File: src/rtl/speicher_steuerung.sv
// speicher_steuerung: memory access controller between the CPU load/store
// path and a single-port synchronous RAM with a 1-cycle registered read.
// One request is handled at a time. An address with bit IO_ADDR_BIT set goes
// to the memory-mapped IO output register or input port instead of the RAM.
//
// Handshake: a request is accepted on a rising edge where Bereit=1 and
// Anfrage=1. While Bereit=0, Anfrage is ignored and not queued, so the CPU
// keeps it asserted until acceptance. Every accepted request gets exactly one
// single-cycle Fertig pulse. The Fertig cycle is always an idle cycle, so a
// new request can be accepted in it.
module speicher_steuerung #(
    parameter int WORDSIZE    = 32,
    parameter int WORDS       = 256,
    parameter int IO_ADDR_BIT = 31
) (
    input  logic                      Clock,
    input  logic                      Reset,
    input  logic                      Anfrage,
    input  logic                      Schreiben,
    input  logic [31:0]               Adresse,
    input  logic [WORDSIZE-1:0]       DatenRein,
    output logic                      Bereit,
    output logic                      Fertig,
    output logic [WORDSIZE-1:0]       DatenRaus,
    output logic                      RamSchreibenAn,
    output logic [$clog2(WORDS)-1:0]  RamAdresse,
    output logic [WORDSIZE-1:0]       RamDatenRein,
    input  logic [WORDSIZE-1:0]       RamDatenRaus,
    input  logic [WORDSIZE-1:0]       IoEingabe,
    output logic [WORDSIZE-1:0]       IoAusgabe,
    output logic [1:0]                ZustandDbg
);

    localparam int AW = $clog2(WORDS);

    typedef enum logic [1:0] {
        IDLE      = 2'd0,
        SCHREIBEN = 2'd1,
        LESEN     = 2'd2,
        WARTEN    = 2'd3
    } zustand_t;

    zustand_t              zustand_q, zustand_d;
    logic [AW-1:0]         adresse_q;
    logic [WORDSIZE-1:0]   daten_q;
    logic [WORDSIZE-1:0]   datenraus_q;
    logic [WORDSIZE-1:0]   io_q;
    logic                  fertig_q;

    logic                  annahme;
    logic                  ist_io;
    logic                  unused_adresse;

    // The address bits between AW and IO_ADDR_BIT are ignored on purpose:
    // the RAM aliases modulo WORDS.
    assign unused_adresse = ^Adresse;

    assign ist_io  = Adresse[IO_ADDR_BIT];
    assign annahme = (zustand_q == IDLE) && Anfrage && !Reset;

    // State register; reset drops any request in flight.
    always_ff @(posedge Clock) begin
        if (Reset) begin
            zustand_q <= IDLE;
        end else begin
            zustand_q <= zustand_d;
        end
    end

    // Next state: IO accesses finish without leaving IDLE.
    // RAM writes take one cycle; RAM reads take two cycles.
    always_comb begin
        zustand_d = zustand_q;
        case (zustand_q)
            IDLE: begin
                if (Anfrage && !ist_io) begin
                    zustand_d = Schreiben ? SCHREIBEN : LESEN;
                end
            end
            SCHREIBEN: zustand_d = IDLE;
            LESEN:     zustand_d = WARTEN;
            WARTEN:    zustand_d = IDLE;
            default:   zustand_d = IDLE;
        endcase
    end

    // Request latch, IO register, read result and completion pulse.
    always_ff @(posedge Clock) begin
        if (Reset) begin
            adresse_q   <= '0;
            daten_q     <= '0;
            datenraus_q <= '0;
            io_q        <= '0;
            fertig_q    <= 1'b0;
        end else begin
            fertig_q <= 1'b0;
            if (annahme) begin
                adresse_q <= Adresse[AW-1:0];
                daten_q   <= DatenRein;
                if (ist_io) begin
                    fertig_q <= 1'b1;
                    if (Schreiben) begin
                        io_q <= DatenRein;
                    end else begin
                        datenraus_q <= IoEingabe;
                    end
                end
            end
            if (zustand_q == SCHREIBEN) begin
                fertig_q <= 1'b1;
            end
            // The RAM captured the address at the end of LESEN, so its
            // registered output is valid throughout WARTEN.
            if (zustand_q == WARTEN) begin
                datenraus_q <= RamDatenRaus;
                fertig_q    <= 1'b1;
            end
        end
    end

    assign Bereit         = (zustand_q == IDLE) && !Reset;
    assign RamSchreibenAn = (zustand_q == SCHREIBEN) && !Reset;
    assign RamAdresse     = adresse_q;
    assign RamDatenRein   = daten_q;
    assign Fertig         = fertig_q;
    assign DatenRaus      = datenraus_q;
    assign IoAusgabe      = io_q;
    assign ZustandDbg     = zustand_q;

endmodule

File: config.mk
export PLATFORM = sky130hd
export DESIGN_NAME = speicher_steuerung
export DESIGN_NICKNAME = d
export VERILOG_FILES = /design/src/rtl/speicher_steuerung.sv
export SDC_FILE = /design/constraint.sdc
export NUM_CORES = 1
export LEC_CHECK = 0
export CORE_MARGIN = 2
export CORE_UTILIZATION = 40
export CTS_CLUSTER_DIAMETER = 120
export CTS_CLUSTER_SIZE = 10
export DETAILED_ROUTE_END_ITERATION = 12
export PLACE_DENSITY = 0.92
export REMOVE_ABC_BUFFERS = 1
export SETUP_SLACK_MARGIN = 0.2
export SLEW_MARGIN = 25
export SYNTH_ARGS = -nofsm -noshare
export SYNTH_HDL_FRONTEND = slang
export SYNTH_SLANG_ARGS = --single-unit
File: constraint.sdc
create_clock -name Clock -period 1.5 [get_ports Clock]
set_input_delay 0.3 -clock Clock [delete_from_list [all_inputs] [get_ports Clock]]
set_output_delay 0.3 -clock Clock [all_outputs]
set_load 0.02 [all_outputs]
==> impl_metrics.json <==
{
  "synth-main-ff-cell": "dfxtp_1",
  "port_buffers": 217,
  "cp_common_cell": "buf_6",
  "route.detailed.drc": 0,
  "syn-instance-count": 523,
  "power_density_mw_per_mm2": 854,
  "finalSetupTns_ns": -2.21,
  "peakVddDrop_mv": 0.685,
  "timing.rr.end": "DatenRaus[30]",
  "antenna_found_initial": 0,
  "setup_viol": 67,
  "cp_cell_sequence": "buf_6 -> or3_4 -> clkinv_4 -> buf_6",
  "ctsHoldBuffers": 0,
  "rows": 40,
  "dr.pass1.iters": 4,
  "report.final.slew_viol_count": 0,
  "fillers": 791,
  "finalWirelength_um": 18000,
  "skew_ns": 0.00488,
  "hold_viol_final": 0,
  "mostFrequentLayoutCell": "dfxtp_1",
  "wl_per_cell_um": 19.4,
  "die_area_mm2": 0.0129,
  "async_flop_share_pct": 0,
  "gr-usage-all-layers_pct": 26.6,
  "place_ws_ns": -0.328,
  "synth-simple-area-share_pct": 13.7,
  "setup.worst_path.start": "ZustandDbg[0]",
  "synth.distinct_cells": 31,
  "start_util_pct": 40.6,
  "synth_top_family_by_area": "compound AO/OA/AOI/OAI gates",
  "globalplace.congestion": 0.799,
  "critPathArrivalTime_ns": 1.33,
  "crit_path_end_kind": "output port",
  "max_cap_viol_count": 0,
  "antennaDiodeCount": 0,
  "place_hpwl_um": 10600,
  "cts-root-buf": "clkbuf_16",
  "critPathLaunchType": "register",
  "holdPathEnd": "Fertig",
  "yosys_warnings": 0,
  "grt-ovfl-total": 0,
  "min_path_type": "in -> reg",
  "syn_area_mm2": 0.00482,
  "synth_compound_area_share_pct": 27.9,
  "drtAntennaViolNets": 0,
  "io_pins": 241,
  "htreeDepth": 3,
  "p_leak_nw": 3.83,
  "avgViaCountPerCell": 5.41,
  "synth-edff-count": 0,
  "slowest_delay_ns": 0.36,
  "fin_nets": 911,
  "synthAdderAreaFrac_pct": 0,
  "path_clk_slew_ns": 0.07,
  "utilization_pct": 73.3,
  "die_w_um": 114,
  "synth.area.mux_share_pct": 6.65,
  "synth-seq-cells": 107,
  "r2r_slack_ns": -0.11,
  "failed_checks": "setup timing",
  "crit_path_top_delay_cell": "or3_4",
  "mostFrequentLayoutCells": "dfxtp_1 (105), clkdlybuf4s50_1 (104), clkbuf_2 (62)",
  "timing.fmax_ghz": 0.613,
  "drt_iter0_drc": 276,
  "status": "finished, violations left",
  "yosysSeqAreaShare_pct": 44.5,
  "r2r-start": "ZustandDbg[1]",
  "tritoncts": "done",
  "clkSinkCount": 107,
  "worstPathMaxFanout": 3,
  "slew_headroom_pct": 58.4,
  "syn_area_per_cell_um2": 9.21,
  "clk_latency_ns": 0.34,
  "vias": 5033,
  "clockBufferDepth": 2,
  "required_ns": 1.20,
  "rsz0062_at_grt": "true",
  "finalWorstSetupSlack_ns": -0.132,
  "tightestPinTransition_ns": 0.624,
  "area_growth_pct": 80.5,
  "coreArea_mm2": 0.0119,
  "grt_pass1_vias": 5189,
  "worstHoldPathCells": 3,
  "fp.dieH_um": 114,
  "finalCritPeriodShare_pct": 109,
  "grt_first_pass_wirelength_um": 27200,
  "holdWs_ns": 0.262,
  "setup.worst_path.class": "reg -> out",
  "synth-xor-area-share_pct": 0,
  "grt_max_degree": 65,
  "numCtsBuffers": 9,
  "p_total_mw": 7.43,
  "min_period_ns": 1.63,
  "reg2reg_depth": 8,
  "worstHoldStart": "Reset",
  "drive_gt1_share_pct": 44.6
}
sequential cells by signal, indices dropped and copies added, names as in the netlist:
signal / cells
DatenRaus: 32
Fertig: 1
IoAusgabe: 32
RamAdresse: 8
RamDatenRein: 32
ZustandDbg: 2
power breakdown:
group          switching (mW)  internal [mW]  total (mW)
Clock                    1.06           1.39        2.46
Sequential             0.0851           2.99        3.07
Combinational           0.927          0.975        1.90
final cells by class:
class	instances	area, um2	share of cell area [%]
clock buffer	11	253	2.91
sequential	107	2150	24.7
clock inverter	5	60.1	0.691
multi-input combinational	360	2850	32.8
timing repair buffer	299	3190	36.7
inverter	2	12.5	0.144
tap	147	184	2.12
metrics by stage:
stage,cell area (um2),instances
floorplan,4470,469
global placement,7240,872
detailed placement,7240,872
CTS,8580,925
global route,8700,931
finish,8700,931
kinds of logic after synthesis:
group                  count (synthesis)
AOI/OAI and AO/OA                    203
and+or+nand+nor                      125
DFF                                  107
buffers and inverters                 56
muxes                                 32
Yosys cell counts (2+ instances only):
library cell,n,share of area (%)
a211oi_1,2,0.31
a211oi_2,30,7.8
a21o_1,32,5.0
a21oi_1,64,6.6
buf_2,14,1.5
buf_4,5,0.78
buf_6,9,2.1
clkbuf_1,21,1.6
clkbuf_4,2,0.31
clkbuf_8,3,0.86
dfxtp_1,107,44
mux2i_1,32,6.6
nand2_1,42,3.3
nand2b_1,41,5.3
nand3_1,33,3.4
o21ai_0,71,7.4
repair_timing:
action / in CTS / in global routing
pin swaps: 49 / 41
setup buffers: 22 / 3
endpoints found under the setup margin: 214 / 175
resized for setup: 427 / 153
cloned: 15 / 3
per-layer routing:
metal  global-route usage (%)  share of wire, %
met2                     48.1                51
met1                     28.4                37
met5                        0                 0
met4                     10.3               2.3
met3                     9.35                10
critical path: cells and delay by family, from the launching register on:
family	cells	cell delay (ns)
flops	1	0.34
buf+inv	3	0.30
simple gates	1	0.36
how the worst max path moves through the flow:
stage	to	slack, ns	depth (start not counted)
2_1_floorplan	DatenRaus[0]	-2.62	3
3_3_place_gp	RamDatenRein[13]	-0.31	5
3_5_place_dp	RamAdresse[3]	-0.33	5
4_1_cts	Bereit	-0.15	4
5_1_grt	DatenRaus[30]	-0.18	8
6_report	Bereit	-0.13	4
Power figures use the tool's default switching activity.
